--- src/rtl/safe_zone_ctrl.sv ---
// safe_zone_ctrl
// Builds each level's horizontal safe zone and judges the level outcome.
// A regenerate request sizes the zone from the current rating, places it with
// an LFSR-driven candidate (falling back to the right edge after repeated
// rejects), then pulses o_ready. While the game runs it pulses o_is_win once
// the player has held inside the zone long enough, or o_is_lose when the
// level timer runs out.
module safe_zone_ctrl #(
    parameter int COORD_WIDTH  = 10,
    parameter int SCREEN_W     = 640,
    parameter int RATING_WIDTH = 8,
    parameter int ZONE_MAX_W   = 128,
    parameter int ZONE_MIN_W   = 16,
    parameter int SHRINK_STEP  = 8,
    parameter int HOLD_CYCLES  = 50_000_000,
    parameter int LEVEL_CYCLES = 500_000_000,
    parameter int MAX_TRIES    = 8
) (
    input  logic                              clk,
    input  logic                              rst_n,
    input  logic                              i_regenerate_level,
    input  logic [RATING_WIDTH-1:0]           i_current_rating,
    input  logic                              i_game_running,
    input  logic [COORD_WIDTH-1:0]            i_player_x,
    output logic                              o_ready,
    output logic                              o_is_win,
    output logic                              o_is_lose,
    output logic [COORD_WIDTH-1:0]            o_zone_left,
    output logic [COORD_WIDTH-1:0]            o_zone_right,
    output logic [$clog2(LEVEL_CYCLES+1)-1:0] o_time_left
);

    localparam int TIME_W  = $clog2(LEVEL_CYCLES + 1);
    localparam int HOLD_W  = $clog2(HOLD_CYCLES + 1);
    localparam int TRY_W   = $clog2(MAX_TRIES + 1);
    localparam int WIDTH_W = COORD_WIDTH + 1;

    localparam logic [TIME_W-1:0] TIME_LOAD = TIME_W'(LEVEL_CYCLES);
    localparam logic [TIME_W-1:0] TIME_ONE  = TIME_W'(1);
    localparam logic [HOLD_W-1:0] HOLD_LAST = HOLD_W'(HOLD_CYCLES - 1);
    localparam logic [HOLD_W-1:0] HOLD_ONE  = HOLD_W'(1);
    localparam logic [TRY_W-1:0]  TRY_LAST  = TRY_W'(MAX_TRIES - 1);
    localparam logic [TRY_W-1:0]  TRY_ONE   = TRY_W'(1);

    typedef enum logic [2:0] {
        ST_IDLE,
        ST_SIZE,
        ST_PLACE,
        ST_READY,
        ST_ARMED,
        ST_DONE
    } state_t;

    state_t                 state_q, state_d;
    logic [15:0]            lfsr_q, lfsr_d;
    logic [WIDTH_W-1:0]     width_q, width_d;
    logic [TRY_W-1:0]       try_q, try_d;
    logic [COORD_WIDTH-1:0] zone_left_q, zone_left_d;
    logic [COORD_WIDTH-1:0] zone_right_q, zone_right_d;
    logic [TIME_W-1:0]      time_left_q, time_left_d;
    logic [HOLD_W-1:0]      hold_q, hold_d;
    logic                   win_q, win_d;
    logic                   lose_q, lose_d;

    logic [31:0]            shrink_amt;
    logic [31:0]            size_width;
    logic [31:0]            cand_end;
    logic                   cand_fits;
    logic                   player_in;

    // Zone width from the rating, at 32-bit precision so large ratings clamp
    // to the minimum instead of wrapping.
    always_comb begin
        shrink_amt = 32'(i_current_rating) * 32'(SHRINK_STEP);
        if (shrink_amt + 32'(ZONE_MIN_W) >= 32'(ZONE_MAX_W)) begin
            size_width = 32'(ZONE_MIN_W);
        end else begin
            size_width = 32'(ZONE_MAX_W) - shrink_amt;
        end
    end

    // Candidate placement test and player-in-zone test.
    always_comb begin
        cand_end  = 32'(lfsr_q[COORD_WIDTH-1:0]) + 32'(width_q);
        cand_fits = (cand_end <= 32'(SCREEN_W));
        player_in = (i_player_x >= zone_left_q) && (i_player_x <= zone_right_q);
    end

    // Next-state and datapath updates; defaults hold every register.
    always_comb begin
        state_d      = state_q;
        lfsr_d       = {lfsr_q[14:0], lfsr_q[15] ^ lfsr_q[13] ^ lfsr_q[12] ^ lfsr_q[10]};
        width_d      = width_q;
        try_d        = try_q;
        zone_left_d  = zone_left_q;
        zone_right_d = zone_right_q;
        time_left_d  = time_left_q;
        hold_d       = hold_q;
        win_d        = 1'b0;
        lose_d       = 1'b0;

        case (state_q)
            ST_IDLE, ST_DONE: begin
                if (i_regenerate_level) begin
                    state_d = ST_SIZE;
                end
            end

            ST_SIZE: begin
                // Rating is sampled here, one cycle after the request, since
                // the rating source changes on the same edge as the request.
                width_d = WIDTH_W'(size_width);
                try_d   = '0;
                state_d = ST_PLACE;
            end

            ST_PLACE: begin
                if (cand_fits) begin
                    zone_left_d  = lfsr_q[COORD_WIDTH-1:0];
                    zone_right_d = COORD_WIDTH'(cand_end - 32'd1);
                    time_left_d  = TIME_LOAD;
                    hold_d       = '0;
                    state_d      = ST_READY;
                end else if (try_q == TRY_LAST) begin
                    // Out of attempts: pin the zone against the right edge.
                    zone_left_d  = COORD_WIDTH'(32'(SCREEN_W) - 32'(width_q));
                    zone_right_d = COORD_WIDTH'(SCREEN_W - 1);
                    time_left_d  = TIME_LOAD;
                    hold_d       = '0;
                    state_d      = ST_READY;
                end else begin
                    try_d = try_q + TRY_ONE;
                end
            end

            ST_READY: begin
                if (i_regenerate_level) begin
                    state_d = ST_SIZE;
                end else begin
                    state_d = ST_ARMED;
                end
            end

            ST_ARMED: begin
                if (i_regenerate_level) begin
                    // Abort the running level silently.
                    state_d = ST_SIZE;
                end else if (i_game_running) begin
                    if (player_in && (hold_q == HOLD_LAST)) begin
                        win_d   = 1'b1;
                        state_d = ST_DONE;
                    end else if (time_left_q == TIME_ONE) begin
                        lose_d      = 1'b1;
                        time_left_d = '0;
                        state_d     = ST_DONE;
                    end else begin
                        if (time_left_q != '0) begin
                            time_left_d = time_left_q - TIME_ONE;
                        end
                        hold_d = player_in ? (hold_q + HOLD_ONE) : '0;
                    end
                end
            end

            default: begin
                state_d = ST_IDLE;
            end
        endcase
    end

    // State and datapath registers.
    always_ff @(posedge clk or negedge rst_n) begin
        if (!rst_n) begin
            state_q      <= ST_IDLE;
            lfsr_q       <= 16'hACE1;
            width_q      <= '0;
            try_q        <= '0;
            zone_left_q  <= '0;
            zone_right_q <= '0;
            time_left_q  <= '0;
            hold_q       <= '0;
            win_q        <= 1'b0;
            lose_q       <= 1'b0;
        end else begin
            state_q      <= state_d;
            lfsr_q       <= lfsr_d;
            width_q      <= width_d;
            try_q        <= try_d;
            zone_left_q  <= zone_left_d;
            zone_right_q <= zone_right_d;
            time_left_q  <= time_left_d;
            hold_q       <= hold_d;
            win_q        <= win_d;
            lose_q       <= lose_d;
        end
    end

    assign o_ready      = (state_q == ST_READY);
    assign o_is_win     = win_q;
    assign o_is_lose    = lose_q;
    assign o_zone_left  = zone_left_q;
    assign o_zone_right = zone_right_q;
    assign o_time_left  = time_left_q;

endmodule

--- config.mk ---
export PLATFORM = sky130hd
export DESIGN_NAME = safe_zone_ctrl
export DESIGN_NICKNAME = d
export VERILOG_FILES = /design/src/rtl/safe_zone_ctrl.sv
export SDC_FILE = /design/constraint.sdc
export NUM_CORES = 1
export LEC_CHECK = 0
export BUFFER_PORTS_ARGS = -buffer_cell sky130_fd_sc_hd__buf_4
export CAP_MARGIN = 20
export CORE_MARGIN = 3
export CORE_UTILIZATION = 65
export CTS_BUF_LIST = sky130_fd_sc_hd__clkbuf_8
export DETAILED_ROUTE_END_ITERATION = 8
export PLACE_DENSITY = 0.95
export SLEW_MARGIN = 10
export SYNTH_ARGS = -nofsm -noshare
export SYNTH_HDL_FRONTEND = slang
export SYNTH_SLANG_ARGS = --single-unit
--- constraint.sdc ---
create_clock -name clk -period 7.55 [get_ports clk]
set_input_delay 0.3775 -clock clk [delete_from_list [all_inputs] [get_ports clk]]
set_output_delay 0.3775 -clock clk [all_outputs]
set_load 0.01 [all_outputs]
; ---- Yosys cells after proc, flatten, opt, wreduce, memory -nomap -nowiden
; Index checks and enable logic that the tools add are counted.
[word_totals]
word_cells = 99
inputBits = 22
reg_bits = 111
output_inout_bits = 52
[op_classes]
order_cmp = 4
muxes = 42
eq_ne = 19
reduce_logical = 13
add_sub_neg = 8
n_bitwise = 3
[ops]
columns = operator, count
row1 = $mux W29, 7
row2 = $mux W26, 7
row3 = $pmux W29 S2, 1
row4 = $pmux W26 S2, 1
row5 = $mux W10, 4
row6 = $eq A29 B1 Y1 const B, 1
row7 = $reduce_bool A29 Y1, 1
row8 = $sub A29 B1 Y29 const B, 1
row9 = $add A26 B1 Y26 const B, 1
row10 = $eq A26 B26 Y1 const B, 1
row11 = $mux W3, 8
row12 = $pmux W3 S5, 1
row13 = $ne A2 B2 Y1 const B, 7
row14 = $add A10 B11 Y12, 1
row15 = $add A11 B5 Y12 const B, 1
row16 = $ge A12 B8 Y1 const B, 1
row17 = $le A12 B10 Y1 const B, 1
row18 = $reduce_and A6 Y1, 2
row19 = $mux W11, 1
row20 = $sub A8 B11 Y11 const A, 1
row21 = $ge A10 B10 Y1, 1
row22 = $le A10 B10 Y1, 1
row23 = $sub A10 B1 Y10 const B, 1
row24 = $sub A10 B10 Y10 const A, 1
row25 = 18 further kinds, 36

; ---- Logic depth before layout (Yosys ltp)
; Gate-level depths: netlist of run 1.
[depth]
depth_word = 8
ltp_mapped = 12
mapped_depth_nobuf = 10

; ---- Worst setup path after synthesis of run 1
; Ideal clock, no wire load.
[synth_path]
path_kind = flip-flop to flip-flop
from = register width_q[3]
to = register time_left_q[6], in the netlist o_time_left[6]
required_time_ps = 7418
arrival_time_ps = 2899
n_path_buf = 2
synth_period_minus_slack_ps = 3031
stages_incl_launch_ff = 13
setup_ps = 132
path_slack_ps = 4519
path_cell_list = dfrtp_1 > ha_1 > fa_1 > and3_1 > or4_1 > o211ai_1 > nand3_1 > a32o_1 > mux2i_4 > or2_1 > buf_6 > buf_8 > o31ai_1
[synth_between]
elab_chain_len = 4
elab_cells_between_ends = 6
classes_between = add/sub (1) / order compare (1) / eq/ne (1) / mux (2) / reduce/logical (1)
[synth_rtl]
columns = item, line
row1 = start: declaration, 56  ; logic [WIDTH_W-1:0] width_q, width_d;
row2 = start signal: assignment, 187  ; width_q <= width_d;
row3 = $add A10 B11 Y12 *, 84  ; cand_end = 32'(lfsr_q[COORD_WIDTH-1:0]) + 32'(width_q);
row4 = $le A12 B10 Y1 *, 85  ; cand_fits = (cand_end <= 32'(SCREEN_W));
row5 = $ne A3 B3 Y1 (no line) / $mux W29 (equally long branches), --
row6 = $reduce_and A6 Y1 (no line) / $pmux W29 S2 (equally long branches), --
row7 = end signal: assignment, 191  ; time_left_q <= time_left_d;
row8 = end: declaration, 60  ; logic [TIME_W-1:0] time_left_q, time_left_d;
; Mark *: on every way between the ends. The rest lies on a longest branch, timed or not.
; A chain may end at the register's enable or synchronous reset.

; ---- Worst setup path after layout of run 1
[layout_path]
from = register width_q[3]
to = register time_left_q[17], in the netlist o_time_left[17]
; The elaborated chain is that of the path after synthesis.

==> metrics.md, run 1 <==
| Metric | Value |
|---|---|
| Via count | `around 5800` |
| Largest net degree at the start of global routing | `slightly above 80` |
| Number of DRC markers after the initial detailed-route iteration | `~470` |
| Max Fanout on Critical Path | `42` |
| Share of the cycle needed by the critical path after routing | `56.4%` |
| Data required time at the worst endpoint | `between 7 and 8 ns` |
| TritonCTS clock tree | `yes` |
| Initial core utilization | `67.3%` |
| Total congestion overflow | `0` |
| CP max stage delay | `a little under 0.8 ns` |
| Final Max Slew Viols | `0` |
| Leakage | `roughly 3.2 nW` |
| Critical path start-end classification | `flip-flop to flip-flop` |
| Clock slew seen by the registers of the worst setup and hold paths | `0.09 ns` |
| Average wire length per cell after detail routing | `17.6 um` |
| Total Routing Usage GR | `between 20% and 30%` |
| X dimension of the die | `about 100 um` |
| Commonest cells in the netlist | `sky130_fd_sc_hd__dfrtp_1, sky130_fd_sc_hd__o21ai_0, sky130_fd_sc_hd__nand2_1` |
| First-pass GRT wire length | `about 26000 um` |
| Port bufs | `73` |
| Die Span Y | `around 100 um` |
| Slowest CP cell | `sky130_fd_sc_hd__mux2i_4` |
| Final Critical Period | `around 4.3 ns` |
| Least-Margin Pin Slew | `1.05 ns` |
| Met1 layer usage reported by global route | `around 37%` |
| Cell at the root of the clock tree | `sky130_fd_sc_hd__clkbuf_8` |
| Clock share of power | `18.7%` |
| Fraction of the yosys area taken by sequential cells | `a little over two fifths` |
| Setup slack at placement | `3.33 ns` |
| Final setup viols | `0` |
| Number of global-route vias before repair | `5568` |
| Sinks on Clock Net | `roughly 110` |
| Kind of end point of the critical path | `flip-flop` |
| Syn. warnings | `0` |
| Final setup margin | `approximately 3.3 ns` |
| Met2 Resource Use GR | `48.9%` |
| Internal power of the cells | `between 1 and 1.5 mW` |
| Share of power burned in registers | `between 30% and 40%` |
| Number of nets in the synthesized netlist | `roughly 750` |
| Cell Pwr Density | `approximately 270 mW/mm^2` |
| Per-cell via count in the routed design | `~6.5` |
| Flip-flop and latch count after synthesis | `approximately 110` |
| Arr. time, crit path | `approximately 4.5 ns` |
| Post-Route Skew | `0.0135 ns` |
| DP HPWL | `between 10000 and 15000 um` |
| Number of hold-slack violations in the final timing report | `0` |
| Count of max-cap constraint violations | `0` |
| Setup repair after global routing missed its margin | `false` |
| Synth top area share | `roughly two fifths` |
| Count of nets after finishing | `809` |
| EDFF count, synth | `0` |
| Net load switching power | `0.792 mW` |
| TritonCTS buffer count | `9` |
| Count of nets left with antenna violations after detail routing | `0` |
| Most crowded layer after global routing | `met2` |
| Result of the run | `finished clean` |
| Syn Std Cell Area | `between 0.006 and 0.007 mm^2` |
| Antenna violations before repair | `0` |
| VDD IR-drop max | `0.184 mV` |
| Distinct cell type count after synthesis | `between 60 and 70` |
| Worst-path cell chain | `ha_1, fa_1, and3_1, or4_1, o211ai_1, nand3_1, a32o_1, mux2i_4, or2_1, o41ai_1` |
| Floorplan row count | `35` |
| CTS H-Tree Depth | `3` |
| Syn avg cell area | `a little over 9 um^2` |
| Proportion of layout cells with a drive suffix above 1 | `15.8%` |
| ANT cells | `0` |
| Share of flip-flops with an asynchronous set or reset after synthesis | `between 90% and 100%` |
| Die area | `between 0.01 and 0.015 mm^2` |
| Kind of path behind the tightest hold check | `input port to flip-flop` |
| Overall power | `a little under 2 mW` |
| Post-synthesis instance total | `slightly below 700` |
| Top-Level Pins | `74` |
| Primary FF master, synth | `sky130_fd_sc_hd__dfrtp_1` |
| Total core area | `between 0.009 and 0.01 mm^2` |
| Max transition margin | `a little over 30%` |
| Cell with the most instances after synthesis | `sky130_fd_sc_hd__dfrtp_1` |
| Sw Share | `about two fifths` |
| Summed negative setup slack over all endpoints | `0 ns` |
| Category of the worst setup path launch point | `flip-flop` |
| Total wire length | `~16000 um` |
| Area added between synthesis and finish | `13.5%` |
| Logic gate share of total power | `42.7%` |
| Synth area leader | `sky130_fd_sc_hd__dfrtp_1` |
| Number of design rule violations left after detail routing | `0` |
| Highest Clock Rate | `0.235 GHz` |
| Max Root-Sink Buffers | `2` |
| Met3 Usage GRT | `between 5 and 6%` |
| Routability cong. | `0.896` |
| Synth area leaders | `sky130_fd_sc_hd__dfrtp_1, sky130_fd_sc_hd__ha_1, sky130_fd_sc_hd__o21ai_0` |
| First-pass detailed-route iteration total | `5` |
| Insertion delay to the later sink of the worst-skew pair | `between 0.3 and 0.4 ns` |
final timing paths:
kind | from | endpoint | slack [ns] | cells past startpoint
setup / recovery | width_q[3]$_DFFE_PN0P_ | o_time_left[17]$_DFFE_PN0P_ | 3.29 | 10
hold / removal | i_current_rating[0] | width_q[3]$_DFFE_PN0P_ | 0.32 | 3
setup reg to reg | width_q[3]$_DFFE_PN0P_ | o_time_left[17]$_DFFE_PN0P_ | 3.29 | 10
hold reg to reg | lfsr_q[14]$_DFF_PN0_ | lfsr_q[15]$_DFF_PN1_ | 0.36 | 0
max in group asynchronous | rst_n | lfsr_q[11]$_DFF_PN1_ | 6.13 | 4
min in group asynchronous | rst_n | o_zone_left[2]$_DFFE_PN0P_ | 0.45 | 2
worst max-delay path: cells and delay by family (launching register included):
family / cells / cell delay [ns]
muxes: 1 / 0.79
and+or+nand+nor: 4 / 1.54
adders and majority gates: 2 / 0.67
AOI/OAI and AO/OA: 3 / 0.69
DFF: 1 / 0.44
power by group through the flow:
stage	sequential [mW]	combinational (mW)	clock (mW)
after floorplan	0.758	0.529	0
after global routing	0.756	0.909	0.384
after detailed placement	0.752	0.801	0
after CTS	0.740	0.809	0.362
after global placement	0.748	0.753	0
final	0.743	0.823	0.359
layer usage:
| metal | wire length [um] | vias to the layer above | part of all wire [%] |
|---|---|---|---|
| met3 | 958 | 34 | 6.1 |
| met5 | 0 | - | 0 |
| met1 | 6400 | 2832 | 41 |
| li1 | - | 2660 | - |
| met4 | 310 | 0 | 2.0 |
| met2 | 7920 | 256 | 51 |
cells in the final DEF (no fill, tap or decap), types with 5 or more instances in the layout:
cell	instances
sky130_fd_sc_hd__dfrtp_1	100
sky130_fd_sc_hd__o21ai_0	76
sky130_fd_sc_hd__buf_4	76
sky130_fd_sc_hd__nand2_1	57
sky130_fd_sc_hd__nor2_1	56
sky130_fd_sc_hd__inv_1	39
sky130_fd_sc_hd__ha_1	36
sky130_fd_sc_hd__a21oi_1	28
sky130_fd_sc_hd__nor3_1	20
sky130_fd_sc_hd__nand3_1	20
sky130_fd_sc_hd__a31oi_1	19
sky130_fd_sc_hd__o31ai_1	18
sky130_fd_sc_hd__a22oi_1	17
sky130_fd_sc_hd__nand4_1	13
sky130_fd_sc_hd__xnor2_1	12
sky130_fd_sc_hd__clkbuf_8	11
sky130_fd_sc_hd__xor2_1	10
sky130_fd_sc_hd__and3_1	9
sky130_fd_sc_hd__o21ai_1	8
sky130_fd_sc_hd__o41ai_1	8
sky130_fd_sc_hd__o22ai_1	8
sky130_fd_sc_hd__dfstp_2	8
sky130_fd_sc_hd__nor2b_1	7
sky130_fd_sc_hd__nor4_1	7
sky130_fd_sc_hd__or3_1	6
sky130_fd_sc_hd__o21ai_2	6
sky130_fd_sc_hd__and2_1	5
sky130_fd_sc_hd__a21o_1	5
sky130_fd_sc_hd__nand2b_1	5
sky130_fd_sc_hd__a22o_1	5
cell type report:
| cell class | count | area (um^2) |
|---|---|---|
| well taps | 129 | 161 |
| inverters | 39 | 146 |
| fillers | 622 | 2200 |
| multi-input cells | 513 | 3290 |
| flip-flops and latches | 108 | 2710 |
| clock buffers | 11 | 151 |
| clock inverters | 5 | 50.0 |
| repair buffers | 79 | 613 |
sequential cells by signal (all words and copies together) (netlist names):
signal and count:
try_q 4, hold_q 26, o_zone_left 10, o_is_win 1, o_time_left 29, state_q 3
width_q 8, o_is_lose 1, lfsr_q 16, o_zone_right 10
logic make-up after synthesis:
family	after synthesis	share of synthesized area, %
AOI/OAI and AO/OA	218	21.9
buffers and inverters	65	4.37
DFF	108	43.2
and+or+nand+nor	230	18.7
muxes	6	1.20
xor gates and xnor gates	22	3.07
adders and majority gates	37	7.50
what timing repair did:
| item | 4_1_cts | 5_1_grt |
|---|---|---|
| endpoints found under the setup margin | 0 | 0 |
| hold buffers | 1 | 0 |
| endpoints found under the hold margin | 23 | 0 |
| resized for setup | 0 | 0 |
| setup buffers | 0 | 0 |
through the flow:
stage | instances | cell area [um^2] | util, % | hold WS [ns]
floorplan | 686 | 6270 | - | 0.0819
global placement | 864 | 6870 | 73.7 | 0.300
detailed placement | 864 | 6870 | 73.7 | 0.304
CTS | 881 | 7080 | 75.9 | 0.309
global route | 884 | 7120 | 76.4 | 0.334
finish | 884 | 7120 | 76.4 | 0.321
No activity file was read; power rests on OpenSTA's default activity.
==> inputs of run 2 (changes only) <==
- CORE_UTILIZATION: 65 -> 55
- PLACE_DENSITY: 0.95 -> 0.88
- clock period: 7.55 -> 3.8 ns (I/O delays scaled with it)
==> run 2 against run 1 <==
Net effect:
- critical path type unchanged
- register-to-register slack got worse by 3.0 ns
- utilization fell by 11 points
- sequential cell count did not move
- sequential share of layout area fell by 0.57 points
- worst hold slack got worse by 0.19 ns
==> metrics.md, run 2 (synthesized netlist as in run 1, its figures left out) <==
| Metric | Value |
|---|---|
| Result of the run | `finished clean` |
| Share of the cycle needed by the critical path after routing | `between 90% and 100%` |
| Category of the worst setup path launch point | `flip-flop` |
| Total core area | `0.0110 mm^2` |
| Post-CTS setup buffers | `0` |
| CTS H-Tree Depth | `3` |
| Routability cong. | `0.931` |
| Total Routing Usage GR | `roughly a quarter` |
| Final setup viols | `0` |
| ANT cells | `0` |
| First-pass GRT wire length | `~26000 um` |
| TritonCTS buffer count | `9` |
| Count of max-cap constraint violations | `0` |
| Cell at the root of the clock tree | `sky130_fd_sc_hd__clkbuf_8` |
| Layout Cells excl Fill | `about 910` |
| Max transition margin | `a little under two fifths` |
| Register-to-register setup slack | `0.28 ns` |
| Max Fanout on Critical Path | `7` |
| Antenna violations before repair | `0` |
| Area added between synthesis and finish | `15.3%` |
| Kind of end point of the critical path | `flip-flop` |
| Insertion delay to the later sink of the worst-skew pair | `~0.38 ns` |
| Die Span Y | `~110 um` |
| Clock share of power | `between 20% and 30%` |
| Leakage | `approximately 3.3 nW` |
| X dimension of the die | `113 um` |
| Cell Pwr Density | `552 mW/mm^2` |
| Floorplan row count | `38` |
| Overall power | `roughly 4 mW` |
| TritonCTS clock tree | `yes` |
| First-pass detailed-route iteration total | `6` |
| Number of hold-slack violations in the final timing report | `0` |
| Least-Margin Pin Slew | `0.940 ns` |
| Sinks on Clock Net | `about 110` |
| Logic gate share of total power | `between 40% and 50%` |
| Most used cells in the layout excluding fill and tap cells | `sky130_fd_sc_hd__dfrtp_1, sky130_fd_sc_hd__buf_4, sky130_fd_sc_hd__o21ai_0, sky130_fd_sc_hd__nand2_1, sky130_fd_sc_hd__nor2_1` |
| Via count | `5669` |
| Share of power burned in registers | `between 30% and 40%` |
| Total wire length | `approximately 16000 um` |
| Die area | `between 0.01 and 0.015 mm^2` |
| Highest Clock Rate | `between 0.2 and 0.3 GHz` |
| Data required time at the worst endpoint | `4.06 ns` |
| Count of nets left with antenna violations after detail routing | `0` |
| Final Max Slew Viols | `0` |
| Initial core utilization | `57.1%` |
| Arr. time, crit path | `between 3 and 4 ns` |
| Critical path start-end classification | `flip-flop to flip-flop` |
| Net load switching power | `1.60 mW` |
| DP HPWL | `~11000 um` |
| Top-Level Pins | `between 70 and 80` |
| Total congestion overflow | `0` |
| Number of global-route vias before repair | `about 5400` |
| Number of DRC markers after the initial detailed-route iteration | `between 400 and 500` |
| Placed Cells incl. Taps | `888` |
| Port bufs | `73` |
| Max Root-Sink Buffers | `2` |
| Largest net degree at the start of global routing | `76` |
| Total cell area at the placement stage | `about 0.007 mm^2` |
| Average wire length per cell after detail routing | `approximately 17 um` |
| Count of nets after finishing | `between 800 and 900` |
| Internal power of the cells | `approximately 2.4 mW` |
| Number of design rule violations left after detail routing | `0` |
| Leading cell type in the layout, fill and taps excluded | `sky130_fd_sc_hd__dfrtp_1` |
| Clock slew seen by the registers of the worst setup and hold paths | `around 0.1 ns` |
| Final Critical Period | `about 3.5 ns` |
| Sw Share | `40.1%` |
| Finished layout cell area | `slightly above 0.007 mm^2` |
| Per-cell via count in the routed design | `around 6.3` |
| Proportion of layout cells with a drive suffix above 1 | `~17%` |
| VDD IR-drop max | `~0.26 mV` |
| Kind of path behind the tightest hold check | `input port to flip-flop` |
| Number of flip-flops in the largest register | `29` |
| Post-Route Skew | `about 0.012 ns` |
run 2: critical path, stage by stage, from the launching register on:
cell and delay (ns):
sky130_fd_sc_hd__dfrtp_1 0.45, sky130_fd_sc_hd__ha_1 0.26, sky130_fd_sc_hd__fa_1 0.40, sky130_fd_sc_hd__and3_1 0.23, sky130_fd_sc_hd__nor4_1 0.23, sky130_fd_sc_hd__mux2i_1 0.13, sky130_fd_sc_hd__o41ai_2 0.29, sky130_fd_sc_hd__a32o_1 0.36
sky130_fd_sc_hd__mux2i_4 0.10, sky130_fd_sc_hd__or2_1 0.37, sky130_fd_sc_hd__buf_4 0.21, sky130_fd_sc_hd__o41ai_1 0.37
run 2: timing repair:
item                       in CTS  in global routing
resized for setup               0                  1
hold endpoints to repair       65                  0
setup endpoints to repair       0                  5
hold buffers                    1                  0
run 2: cell type report:
| class | count | area, um^2 |
|---|---|---|
| Tap cell | 140 | 175 |
| Fill cell | 863 | 3750 |
| Sequential cell | 108 | 2710 |
| Timing Repair Buffer | 89 | 671 |
| Inverter | 39 | 146 |
| Multi-Input combinational cell | 513 | 3300 |
| Clock inverter | 7 | 108 |
| Clock buffer | 9 | 124 |
run 2: path summary, 6_finish.rpt:
| path | depth (start not counted) | to | start |
|---|---|---|---|
| max in group asynchronous | 3 | o_time_left[22]$_DFFE_PN0P_ | rst_n |
| max reg2reg | 11 | o_time_left[7]$_DFFE_PN0P_ | width_q[3]$_DFFE_PN0P_ |
| min reg2reg | 0 | lfsr_q[15]$_DFF_PN1_ | lfsr_q[14]$_DFF_PN0_ |
| min | 3 | width_q[3]$_DFFE_PN0P_ | i_current_rating[0] |
| min in group asynchronous | 2 | width_q[6]$_DFFE_PN0P_ | rst_n |
| max | 11 | o_time_left[7]$_DFFE_PN0P_ | width_q[3]$_DFFE_PN0P_ |
run 2: metal layers:
layer  track usage [%]  part of all wire [%]  vias to the layer above
li1                  -                     -                     2670
met1              34.2                    43                     2745
met2              41.4                    50                      224
met3              3.21                   5.7                       30
met4              6.41                   1.6                        0
met5                 0                     0                        -
run 2: through the flow:
step,hold WS (ns),utilization (%),TNS (ns),worst slack [ns]
final,0.127,65.8,0,0.282
after global routing,0.150,65.8,-0.00278,-0.00278
after CTS,0.120,65.8,0,0.229
after detailed placement,0.337,63.6,0,0.251
after global placement,0.335,63.6,0,0.437
after floorplan,-0.106,-,0,0.769
run 2: power by group through the flow:
stage / sequential, mW / clock [mW] / combinational (mW)
finish: 1.49 / 0.821 / 1.68
CTS: 1.48 / 0.827 / 1.67
floorplan: 1.51 / 0 / 1.05
detailed placement: 1.50 / 0 / 1.66
global route: 1.51 / 0.868 / 1.85
global placement: 1.49 / 0 / 1.58
